`config.mk`:
```
export PLATFORM = sky130hd
export DESIGN_NAME = pipe_stage_chain
export DESIGN_NICKNAME = d
export VERILOG_FILES = /design/src/rtl/pipe_stage_chain.sv
export SDC_FILE = /design/constraint.sdc
export NUM_CORES = 1
export LEC_CHECK = 0
export ABC_CLOCK_PERIOD_IN_PS = 2200
export CAP_MARGIN = 20
export CORE_MARGIN = 2
export CORE_UTILIZATION = 40
export CTS_CLUSTER_SIZE = 14
export DETAILED_ROUTE_END_ITERATION = 10
export GPL_TIMING_DRIVEN = 0
export PLACE_DENSITY = 0.78
export SYNTH_ARGS = -nofsm -noshare
export SYNTH_HDL_FRONTEND = slang
export SYNTH_SLANG_ARGS = --single-unit
```
`constraint.sdc`:
```
create_clock -name clk -period 2.2 [get_ports clk]
set_input_delay 0.44 -clock clk [delete_from_list [all_inputs] [get_ports clk]]
set_output_delay 0.44 -clock clk [all_outputs]
set_load 0.005 [all_outputs]
```
`src/rtl/pipe_stage_chain.sv`:
```
// -----------------------------------------------------------------------------
// pipe_stage_chain
//
// Chain of NUM_STAGES valid/data pipeline registers with per-stage stall and
// flush controls and valid/ready handshaking at both ends.
//
// Each stage moves its payload forward when it is not stalled and the stage
// in front of it can take it. A stalled stage holds its payload, sends a
// bubble forward and blocks every stage behind it. A flushed stage invalidates
// itself on the next edge. Anything that was handed to it in that cycle is
// dropped, but the sender still treats it as delivered.
//
// Parameters
//   DATA_W      payload width per stage
//   NUM_STAGES  number of chained stage registers (>= 2)
//
// Ports
//   clk          clock, all state changes on the rising edge
//   reset        asynchronous active-low reset (release synchronised outside)
//   in_valid     upstream payload valid
//   in_data      upstream payload
//   in_ready     stage 0 accepts this cycle (combinational)
//   out_valid    last stage offers its payload
//   out_data     last stage payload
//   out_ready    downstream accepts
//   stall        per-stage hold, bit i = stage i
//   flush        per-stage kill, bit i = stage i
//   stage_valid  valid bit of every stage
//   stage_data   every stage payload, stage i at [i*DATA_W +: DATA_W]
//
// Optional feature (macro PIPE_PERF_CNT_EN)
//   cnt_clr      synchronous clear of both counters, wins over increment
//   xfer_cnt     cycles with out_valid & out_ready (saturating)
//   bubble_cnt   cycles with out_ready & !out_valid (saturating)
// -----------------------------------------------------------------------------
module pipe_stage_chain #(
  parameter int DATA_W     = 32,
  parameter int NUM_STAGES = 4
) (
  input  logic                         clk,
  input  logic                         reset,
  input  logic                         in_valid,
  input  logic [DATA_W-1:0]            in_data,
  output logic                         in_ready,
  output logic                         out_valid,
  output logic [DATA_W-1:0]            out_data,
  input  logic                         out_ready,
  input  logic [NUM_STAGES-1:0]        stall,
  input  logic [NUM_STAGES-1:0]        flush,
  output logic [NUM_STAGES-1:0]        stage_valid,
  output logic [NUM_STAGES*DATA_W-1:0] stage_data
`ifdef PIPE_PERF_CNT_EN
  ,
  input  logic                         cnt_clr,
  output logic [31:0]                  xfer_cnt,
  output logic [31:0]                  bubble_cnt
`endif
);

  // Stage registers; payloads packed flat so the upstream feed of every stage
  // is just the register file shifted by one stage with in_data at the bottom.
  logic [NUM_STAGES-1:0]        valid_reg;
  logic [NUM_STAGES*DATA_W-1:0] data_reg;

  // stage_send[i]: stage i offers its payload to the next stage this cycle.
  logic [NUM_STAGES-1:0]        stage_send;
  // up_send[i] / feed_data: what stage i is being offered from behind.
  logic [NUM_STAGES-1:0]        up_send;
  logic [NUM_STAGES*DATA_W-1:0] feed_data;
  // ready_chain[i]: stage i can take a new payload; index NUM_STAGES is the
  // downstream consumer.
  logic [NUM_STAGES:0]          ready_chain;

  genvar gi;
  generate
    for (gi = 0; gi < NUM_STAGES; gi++) begin : g_send
      // Flush suppresses the send so a killed payload never leaves the stage.
      assign stage_send[gi] = valid_reg[gi] & ~stall[gi] & ~flush[gi];
    end
  endgenerate

  assign up_send   = {stage_send[NUM_STAGES-2:0], in_valid};
  assign feed_data = {data_reg[0 +: (NUM_STAGES-1)*DATA_W], in_data};

  // Readiness ripples from the output back toward the input; flush is
  // deliberately left out so an upstream payload aimed at a flushed stage is
  // consumed (and then dropped) rather than held back.
  always_comb begin
    ready_chain             = '0;
    ready_chain[NUM_STAGES] = out_ready;
    for (int i = NUM_STAGES - 1; i >= 0; i--) begin
      ready_chain[i] = ~stall[i] & (~valid_reg[i] | ready_chain[i+1]);
    end
  end

  always_ff @(posedge clk or negedge reset) begin
    if (!reset) begin
      valid_reg <= '0;
      data_reg  <= '0;
    end else begin
      for (int i = 0; i < NUM_STAGES; i++) begin
        if (flush[i]) begin
          // Flush beats stall and ready; payload bits are left untouched.
          valid_reg[i] <= 1'b0;
        end else if (ready_chain[i]) begin
          valid_reg[i] <= up_send[i];
          // A bubble arriving keeps the old payload bits.
          if (up_send[i]) begin
            data_reg[i*DATA_W +: DATA_W] <= feed_data[i*DATA_W +: DATA_W];
          end
        end
      end
    end
  end

  assign in_ready    = ready_chain[0];
  assign out_valid   = stage_send[NUM_STAGES-1];
  assign out_data    = data_reg[(NUM_STAGES-1)*DATA_W +: DATA_W];
  assign stage_valid = valid_reg;
  assign stage_data  = data_reg;

`ifdef PIPE_PERF_CNT_EN
  localparam logic [31:0] CNT_MAX = 32'hFFFF_FFFF;

  logic [31:0] xfer_cnt_reg;
  logic [31:0] bubble_cnt_reg;

  always_ff @(posedge clk or negedge reset) begin
    if (!reset) begin
      xfer_cnt_reg   <= '0;
      bubble_cnt_reg <= '0;
    end else if (cnt_clr) begin
      xfer_cnt_reg   <= '0;
      bubble_cnt_reg <= '0;
    end else begin
      if (out_valid && out_ready && (xfer_cnt_reg != CNT_MAX)) begin
        xfer_cnt_reg <= xfer_cnt_reg + 32'd1;
      end
      // A bubble is a cycle where downstream was willing but nothing came out.
      if (out_ready && !out_valid && (bubble_cnt_reg != CNT_MAX)) begin
        bubble_cnt_reg <= bubble_cnt_reg + 32'd1;
      end
    end
  end

  assign xfer_cnt   = xfer_cnt_reg;
  assign bubble_cnt = bubble_cnt_reg;
`endif

endmodule

```
==> metrics.md, run 1 <==
| Metric | Value |
|---|---|
| Status | complete, no violations |
| Net switching power figure | 1.77 mW |
| Switching Share | 25.4% |
| Area leader, netlist | dfrtp_1 |
| Peak supply drop | 713 uV |
| Worst min path class | input pin to async pin |
| Sequential area share after synthesis | 52.8% |
| Worst-skew pair later-pin latency | 0.42 ns |
| Routed vias/inst | 5.31 |
| Die ar. | 0.0167 sq mm |
| Layout area overhead | 47.7% |
| Total global-route track usage | 21.7% |
| Synth top area cells | dfrtp_1 53%, mux2_2 12%, mux2_4 7.0% |
| Syn_area_per_cell | 12.8 sq um |
| Synth Register Bits | 132 |
| Fin nets | 763 |
| GP Congestion | 0.784 |
| Post-Route WL | 17900 um |
| Crit Path Class | register to output port |
| Cell Area, Synth | 0.00626 sq mm |
| Internal | 5.21 mW |
| Clock Path Buffers | 2 |
| # rows | 45 |
| Crit path required time | 1.76 ns |
| TritonCTS Sinks | 132 |
| CTS root buf | clkbuf_16 |
| DR iter-0 viols | 256 |
| Combinational group share of total power | 17.7% |
| CP startpoint kind | register |
| Post-layout minimum cycle time | 2.17 ns |
| Routed Antenna Nets | 0 |
| First-pass GRT wire length | 27800 um |
| Clock power share | 38.7% |
| CTS tree | built |
| Ys Warns | 0 |
| Synth cell types | 28 |
| DRC | 0 |
| Largest net degree at the start of global routing | 75 |
| Final period util | 98.6% |
| Synth top area share | 52.8% |
| Antenna violations before repair | 0 |
| Fmax achieved | 461 MHz |
| Fin Clk Skew | 0.00945 ns |
| Max-Cap Viols | 0 |
| Worst EP arrival | 1.73 ns |
| Clock-pin slew on the worst setup and hold paths | 0.06 ns |
| Cts hold-fix bufs | 0 |
| PortBufs | 209 |
| First-pass iteration count of the detailed router | 4 |
| Layout cells sized above 1 | 29.3% |
| Pwr Total | 6.98 mW |
| Worst Max-Slew Pin Slew | 0.697 ns |
| Flop pwr share | 43.6% |
| Final Max Slew Viols | 0 |
| Setup crit end kind | output port |
| Leak | 4.12 nW |
| Vias in the first global route | 5229 |
| Starting density of the core | 41.0% |
| Hpwl dp | 12700 um |
| Vias | 5001 |
| Hold Violations, Final | 0 |
| Grt ovf | 0 |
| H-tree Lvls | 4 |
| Antenna Cells | 0 |
| Crit-path max FO | 7 |
| Die X | 129 um |
| # setup viols final | 0 |
| Cells after Synth | 488 |
| I/O pin total | 210 |
| WHS | 0.0326 ns |
| Die Ht | 129 um |
| CTS Buf Count | 17 |
| RSZ-0062 raised after global routing | yes |
| Slew HR | 53.5% |
| Power Density | 755 mW/mm^2 |
| Syn Nets | 532 |
| Area of the core | 0.0153 sq mm |
| Routed len/inst | 19.0 um |
-- cell families after synthesis --
logic type / after synthesis / synth area share, %
DFF: 132 / 52.8
and+or+nand+nor: 112 / 13.2
buffers and inverters: 75 / 7.69
AOI/OAI and AO/OA: 73 / 7.29
muxes: 96 / 19.0
-- area by class of cell --
cell class / instances / area [sq um]
Clock inverter: 11 / 111
Fill cell: 1238 / 6010
Tap cell: 211 / 264
Multi-Input combinational cell: 281 / 2480
Buffer: 74 / 505
Timing Repair Buffer: 213 / 2140
Clock buffer: 20 / 447
Sequential cell: 132 / 3300
-- worst max-delay path, stage by stage, from the launching register on --
cell     delay [ns]
dfrtp_1        0.39
nor2b_4        0.14
o31a_1         0.27
buf_8          0.14
o21a_1         0.16
nor2_1         0.08
buf_2          0.13
-- worst paths after layout --
| path | from | to | slack [ns] | depth (start not counted) |
|---|---|---|---|---|
| setup / recovery | stage_valid[3] | in_ready | 0.03 | 6 |
| hold / removal | reset | stage_data[103] | 0.03 | 1 |
| setup reg to reg | stage_valid[3] | stage_data[108] | 0.11 | 6 |
| hold reg to reg | stage_data[68] | stage_data[100] | 0.53 | 1 |
| max in group asynchronous | reset | stage_data[27] | 1.43 | 2 |
| min in group clk | stall[2] | stage_valid[2] | 0.47 | 4 |
-- power groups by stage --
stage | clock (mW) | sequential (mW) | combinational [mW]
detailed placement | 0 | 3.08 | 1.24
floorplan | 0 | 3.01 | 0.374
CTS | 2.76 | 3.04 | 1.25
global route | 2.87 | 3.09 | 1.33
finish | 2.70 | 3.04 | 1.24
global placement | 0 | 3.06 | 1.19
-- cells in the final DEF, fill, tap and decap left out, types with 2 or more instances in the layout --
cell,instances
dlygate4sd2_1,2
nand3_1,32
a21oi_1,34
or4b_2,27
or4b_1,7
o21ai_0,3
buf_6,5
buf_4,35
nor3b_1,32
or3_1,2
o211ai_1,32
o21a_1,2
bufinv_16,2
buf_2,6
nand2b_1,2
dfrtp_1,132
clkinv_2,7
clkbuf_2,9
clkbuf_16,17
clkdlybuf4s50_1,203
mux2_4,29
dlymetal6s2s_1,2
buf_12,3
clkbuf_1,21
nor2_1,4
mux2_2,67
-- synthesized netlist by cell type --
cell / n
or4b_1: 7
mux2_4: 29
nor2b_1: 1
o31ai_1: 1
o211ai_1: 32
mux2_2: 67
clkbuf_1: 33
buf_2: 1
nor3_1: 1
buf_6: 4
buf_4: 32
dfrtp_1: 132
nand3b_1: 1
o31a_1: 1
nor2_1: 4
nor3b_1: 32
nor2b_4: 1
or3b_2: 1
o21ai_0: 3
or4b_2: 27
buf_12: 3
buf_1: 2
nand2b_1: 2
a21oi_1: 34
nand3_1: 32
o21a_1: 2
or3_1: 2
or2b_1: 1
-- registers in the layout, summed over array words and instances (netlist names) --
signal and count:
stage_data 128, stage_valid 4
-- layer usage --
metal	up-vias	wire length, um	global-route usage, %
met4	0	346	6.20
met3	32	1220	7.51
met2	199	8870	36.0
met1	2535	7460	26.9
li1	2235	-	-
met5	-	0	0
-- metrics by stage --
step	setup TNS, ns	utilization [%]	instance area, sq um	std cells	worst slack [ns]
after floorplan	0	-	6260	488	0.198
after global placement	-629.03	56.5	8620	908	-4.45
after detailed placement	-46.63	56.7	8650	909	-0.690
after CTS	-0.0631	60.4	9220	941	-0.0631
after global routing	-0.0649	60.6	9250	942	-0.0649
final	0	60.6	9250	942	0.0301
-- repair_timing --
item                       in CTS  in global routing
buffers inserted                1                  2
pin swaps                       1                  1
gates resized for setup        16                 18
setup endpoints to repair      31                 31
Power figures use the tool's default switching activity.
==> run 2, diff against run 1 <==
GPL_TIMING_DRIVEN = 1   (was 0)
==> metrics.md, run 2 (synthesis gave the netlist of run 1 again) <==
| Metric | Value |
|---|---|
| Area occupied by registers | 0.00330 sq mm (about the same) |
| Slew HR | 67.1% (+14 points) |
| Combinational group share of total power | 17.1% (-0.6 points) |
| Most frequent cells in the layout | 203 x clkdlybuf4s50_1, 131 x dfrtp_1, 67 x mux2_2 |
| Setup crit end kind | register |
| Clock-pin slew on the worst setup and hold paths | 0.06 ns (about the same) |
| Crit path to | stage_data[106] |
| PortBufs | 209 (unchanged) |
| Vias in the first global route | 4936 (-5.6%) |
| Fin nets | 715 (-6.3%) |
| Post-layout minimum cycle time | 2.10 ns (-0.0673 ns) |
| Reg2Reg Depth | 5 (-1) |
| Worst path slowest cell | or4b_4 |
| Post-Route WL | 16400 um (-8.1%) |
| Starting density of the core | 41.0% (unchanged) |
| Max FFs per register | 128 (unchanged) |
| Largest net degree at the start of global routing | 55 (-27%) |
| Sum of negative setup slack | 0 ns (unchanged) |
| Final Max Slew Viols | 0 (unchanged) |
| Die Ht | 129 um (unchanged) |
| Layout area overhead | 44.8% |
| Antenna Cells | 0 (unchanged) |
| Layout cells sized above 1 | 27.6% (-1.6 points) |
| TritonCTS Sinks | 132 (unchanged) |
| Switching Share | 24.0% (-1.4 points) |
| Post-CTS Setup Repair Bufs | 0 (-1) |
| Critical path buffers and inverters | 2 (unchanged) |
| Area of the core | 0.0153 sq mm (unchanged) |
| RSZ-0062 raised after global routing | no |
| Grt ovf | 0 (unchanged) |
| # setup viols final | 0 (unchanged) |
| Internal | 5.50 mW (+5.6%) |
| Final period util | 95.6% (-3.1 points) |
| Hpwl dp | 11400 um (-11%) |
| Reg2reg setup slack | 0.17 ns (+0.06 ns) |
| GP Congestion | 0.786 (+0.26%) |
| Fin Clk Skew | 0.00687 ns (-0.00259 ns) |
| Crit Path Class | input pin to register |
| # rows | 45 (unchanged) |
| Reg-to-reg startpoint | stage_valid[3] |
| Critical path launch point | stall[3] |
| Flop pwr share | 41.9% (-1.7 points) |
| Worst stage delay on the critical path | 0.53 ns (+0.14 ns) |
| Die X | 129 um (unchanged) |
| Filler Cell Count | 1169 (-5.6%) |
| Clock power share | 41.0% (+2.3 points) |
| CTS tree | built |
| Fmax achieved | 476 MHz (+3.2%) |
| Routed Antenna Nets | 0 (unchanged) |
| CTS Buf Count | 17 (unchanged) |
| Worst min path class | input pin to async pin |
| Routed len/inst | 18.4 um (-3.3%) |
| Status | complete, no violations |
| Hold Violations, Final | 0 (unchanged) |
| Most common cell after layout, fill and taps aside | clkdlybuf4s50_1 |
| DR iter-0 viols | 266 (+3.9%) |
| Die ar. | 0.0167 sq mm (unchanged) |
| Worst EP arrival | 2.39 ns (+0.66 ns) |
| Reg2reg end | stage_data[40] |
| Leak | 3.96 nW (-3.8%) |
| Family with the most delay on the worst path | simple AND/OR/NAND/NOR gates |
| PnR worst setup slack | 0.0974 ns (+0.0673 ns) |
| Peak supply drop | 570 uV (-20%) |
| Area of the multi-input gates | 0.00249 sq mm (+0.66%) |
| Power Density | 798 mW/mm^2 (+5.7%) |
| Crit. path cell count | 5 (-1) |
| DRC | 0 (unchanged) |
| First-pass GRT wire length | 25900 um (-6.9%) |
| Routed vias/inst | 5.28 (-0.60%) |
| Net switching power figure | 1.73 mW (-2.2%) |
| Worst Max-Slew Pin Slew | 0.494 ns (-0.203 ns) |
| CP startpoint kind | input pin |
| Crit path required time | 2.49 ns (+0.73 ns) |
| Worst slack, placed | -0.555 ns (+0.135 ns) |
| Worst-skew pair later-pin latency | 0.41 ns (about the same) |
| Antenna violations before repair | 0 (unchanged) |
| Crit-path max FO | 21 (+14) |
| H-tree Lvls | 4 (unchanged) |
| Max-Cap Viols | 0 (unchanged) |
| First-pass iteration count of the detailed router | 7 (+3) |
| I/O pin total | 210 (unchanged) |
| CTS root buf | clkbuf_16 |
| Clock Path Buffers | 2 (unchanged) |
| Total global-route track usage | 19.9% (-1.8 points) |
| Vias | 4723 (-5.6%) |
| Crit-path cells | clkdlybuf4s50_1, or3_1, or4b_4, buf_12, mux2_4 |
[run 2: cell types whose count changed in the layout (fill, tap and decap cells not counted), moves of 2 or more]
| cell | change |
|---|---|
| clkbuf_1 | -17 |
| buf_12 | +3 |
| buf_2 | -4 |
| clkbuf_2 | -9 |
| buf_4 | -13 |
| dlymetal6s2s_1 | -2 |
| buf_6 | -3 |
| clkinv_2 | -4 |
| bufinv_16 | +2 |
[run 2: metrics by stage]
stage / utilization (%) / power, mW / instance area, sq um / std cells / hold WS, ns
finish: 59.4 / 7.23 / 9070 / 895 / 0.526
global route: 59.4 / 7.56 / 9070 / 895 / 0.544
CTS: 59.4 / 7.32 / 9060 / 895 / 0.524
detailed placement: 55.2 / 4.32 / 8430 / 862 / 0.423
global placement: 55.2 / 4.25 / 8430 / 862 / 0.417
floorplan: - / 3.39 / 6260 / 488 / 0.144
[run 2: worst min path at each step]
stage | cells past startpoint | from | endpoint
4_1_cts | 2 | reset | stage_data[102]
2_1_floorplan | 0 | reset | stage_data[0]
3_5_place_dp | 1 | reset | stage_data[103]
6_report | 2 | reset | stage_data[102]
5_1_grt | 1 | stage_data[57] | stage_data[57]
3_3_place_gp | 1 | reset | stage_data[103]
[run 2: what timing repair did]
action,in CTS,in global routing
hold buffers,1,0
pin swaps,1,0
endpoints found under the hold margin,31,0
endpoints found under the setup margin,34,1
gates resized for setup,10,1
[run 2: worst reg2reg max path, cell delays in order, from the launching register on]
cell,delay [ns]
dfrtp_1,0.38
nor2b_4,0.14
o31a_4,0.36
or3_2,0.54
buf_4,0.22
mux2_2,0.28
[run 2: cell type report]
| type | instances | area share, % |
|---|---|---|
| clock buffers | 23 | 5.16 |
| clock inverters | 9 | 1.67 |
| multi-input cells | 281 | 27.5 |
| flip-flops and latches | 132 | 36.4 |
| well taps | 211 | 2.91 |
| repair buffers | 239 | 26.3 |
[run 2: metal layers]
metal  routed length (um)  up-vias  global-route usage [%]
met2                 8430      152                    33.7
li1                     -     2145                       -
met4                  250        0                    6.84
met1                 6730     2405                    23.8
met5                    0        -                       0
met3                 1040       21                    6.36
[run 2: power groups by stage]
stage / logic, mW / clock network [mW] / registers, mW
floorplan: 0.374 / 0 / 3.01
global placement: 1.21 / 0 / 3.04
detailed placement: 1.25 / 0 / 3.07
CTS: 1.26 / 3.03 / 3.03
global route: 1.34 / 3.14 / 3.08
finish: 1.24 / 2.96 / 3.03
==> run 3, diff against run 2 <==
CORE_MARGIN = 3   (was 2)
CORE_UTILIZATION = 35   (was 40)
PLACE_DENSITY = 0.7   (was 0.78)
==> metrics.md, run 3 (synthesis gave the netlist of run 1 again) <==
| Metric | Value |
|---|---|
| Peak supply drop | 516 uV (-9.4%) |
| Die X | 140 um (+8.2%) |
| Area of placed instances | 0.00851 sq mm (+1.0%) |
| Fin nets | 720 (+0.70%) |
| DR iter-0 viols | 169 (-36%) |
| Vias in the first global route | 4888 (-0.97%) |
| Power Density | 783 mW/mm^2 (-1.9%) |
| Vias | 4698 (-0.53%) |
| Routed vias/inst | 5.14 (-2.6%) |
| Worst Max-Slew Pin Slew | 0.655 ns (+0.161 ns) |
| Layout area overhead | 45.8% |
| Clock-pin slew on the worst setup and hold paths | 0.06 ns (about the same) |
| Area of the core | 0.0174 sq mm (+14%) |
| Worst min path class | input pin to async pin |
| Crit Path Class | input pin to register |
| Reg-to-reg startpoint | stage_valid[3] |
| Finished layout cell area | 0.00913 sq mm (+0.70%) |
| Hpwl dp | 11900 um (+4.7%) |
| Crit path to | stage_data[105] |
| Max FFs per register | 128 (unchanged) |
| Final Max Slew Viols | 0 (unchanged) |
| CTS tree | built |
| Cts hold-fix bufs | 0 (-1) |
| Crit path required time | 2.49 ns (about the same) |
| Clock Path Buffers | 2 (unchanged) |
| Final period util | 96.3% (+0.69 points) |
| Reg2reg end | stage_data[0] |
| Max-Cap Viols | 0 (unchanged) |
| Non-filler cells, final | 914 (+2.1%) |
| Largest net degree at the start of global routing | 66 (+20%) |
| Die ar. | 0.0195 sq mm (+17%) |
| Clock power share | 40.3% (-0.7 points) |
| First-pass iteration count of the detailed router | 4 (-3) |
| Fmax achieved | 472 MHz (-0.72%) |
| Critical path launch point | stall[2] |
| Die Ht | 140 um (+8.2%) |
| CTS Buf Count | 17 (unchanged) |
| CTS root buf | clkbuf_16 |
| Starting density of the core | 35.9% (-5.1 points) |
| Routed Antenna Nets | 0 (unchanged) |
| Met2 Use GR | 28.5% (-5.2 points) |
| Reg2Reg Depth | 6 (+1) |
| Post-CTS Setup Repair Bufs | 0 (unchanged) |
| I/O pin total | 210 (unchanged) |
| GP Congestion | 0.739 (-6.1%) |
| Post-Route WL | 16500 um (+0.65%) |
| Switching Share | 24.3% (+0.30 points) |
| Slew HR | 56.3% (-11 points) |
| Antenna Cells | 0 (unchanged) |
| Most frequent cells in the layout | 204 x clkdlybuf4s50_1, 131 x dfrtp_1, 67 x mux2_2 |
| Antenna violations before repair | 0 (unchanged) |
| Pwr Total | 7.15 mW (-1.2%) |
| Busiest grt layer | met2 |
| Worst-skew pair later-pin latency | 0.41 ns (about the same) |
| Net switching power figure | 1.74 mW (about the same) |
| Status | complete, no violations |
| DRC | 0 (unchanged) |
| Met1 usage | 20.1% (-3.8 points) |
| Crit-path max FO | 20 (-4.8%) |
| Leak | 4.00 nW (+1.1%) |
| Setup crit end kind | register |
| Post-layout minimum cycle time | 2.12 ns (+0.0152 ns) |
| First-pass GRT wire length | 26200 um (+1.2%) |
| Placed insts | 882 (+2.3%) |
| H-tree Lvls | 4 (unchanged) |
| Worst EP arrival | 2.41 ns (+0.02 ns) |
| TritonCTS Sinks | 132 (unchanged) |
| Combinational group share of total power | 17.3% (+0.2 points) |
| Total global-route track usage | 16.7% (-3.1 points) |
| Internal | 5.41 mW (-1.6%) |
| PortBufs | 209 (unchanged) |
| RSZ-0062 raised after global routing | no |
| Most common cell after layout, fill and taps aside | clkdlybuf4s50_1 |
| Fin Clk Skew | 0.00697 ns (+0.000107 ns) |
| Global Route met3 Usage | 5.15% (-1.2 points) |
| Hold Violations, Final | 0 (unchanged) |
| Reg2reg setup slack | 0.13 ns (-0.04 ns) |
| Layout cells sized above 1 | 28.4% (+0.82 points) |
| # setup viols final | 0 (unchanged) |
| CP startpoint kind | input pin |
| Grt ovf | 0 (unchanged) |
| Routed len/inst | 18.1 um (-1.4%) |
| Flop pwr share | 42.4% (+0.5 points) |
| # rows | 48 (+6.7%) |
## run 3: per-stage QoR
| stage | hold slack (ns) | TNS, ns | setup slack (ns) | utilization, % |
|---|---|---|---|---|
| detailed placement | 0.454 | -36.32 | -0.531 | 48.9 |
| global route | 0.0245 | 0 | 0.0318 | 52.4 |
| finish | 0.00541 | 0 | 0.0822 | 52.4 |
| CTS | 0.00283 | 0 | 0.0145 | 52.4 |
| global placement | 0.441 | -32.13 | -0.501 | 48.9 |
| floorplan | 0.144 | 0 | 0.198 | - |
## run 3: how the worst min path moves through the flow
| stage | startpoint | slack, ns | end | cells after the start |
|---|---|---|---|---|
| 2_1_floorplan | reset | 0.14 | stage_data[0] | 0 |
| 3_3_place_gp | reset | 0.44 | stage_data[101] | 1 |
| 3_5_place_dp | reset | 0.45 | stage_data[101] | 1 |
| 4_1_cts | reset | 0.003 | stage_data[101] | 1 |
| 5_1_grt | reset | 0.02 | stage_data[7] | 1 |
| 6_report | reset | 0.005 | stage_data[71] | 1 |
## run 3: area by class of cell
cell class	instances	area [sq um]
Clock buffer	23	478
Clock inverter	9	126
Fill cell	1488	8290
Multi-Input combinational cell	281	2490
Sequential cell	132	3300
Tap cell	225	282
Timing Repair Buffer	244	2450
## run 3: critical path, cell delays in order
cell and delay [ns]:
clkdlybuf4s50_1 0.48, or3_1 0.43, or4b_4 0.53, buf_12 0.19, mux2_4 0.32
## run 3: routing by layer
layer | vias up | part of all wire (%)
met5 | - | 0
met4 | 0 | 1.7
met3 | 23 | 6.2
met2 | 153 | 50
met1 | 2377 | 42
li1 | 2145 | -
## run 3: timing repair
action | in CTS | in global routing
endpoints found under the setup margin | 33 | 1
gates resized for setup | 8 | 1
pin swaps | 1 | 0
## run 3: power groups by stage
stage | Combinational (mW) | Clock, mW | Sequential, mW
2_1_floorplan | 0.374 | 0 | 3.01
3_3_place_gp | 1.22 | 0 | 3.05
6_report | 1.24 | 2.88 | 3.03
5_1_grt | 1.33 | 3.08 | 3.08
3_5_place_dp | 1.25 | 0 | 3.07
4_1_cts | 1.26 | 2.95 | 3.03
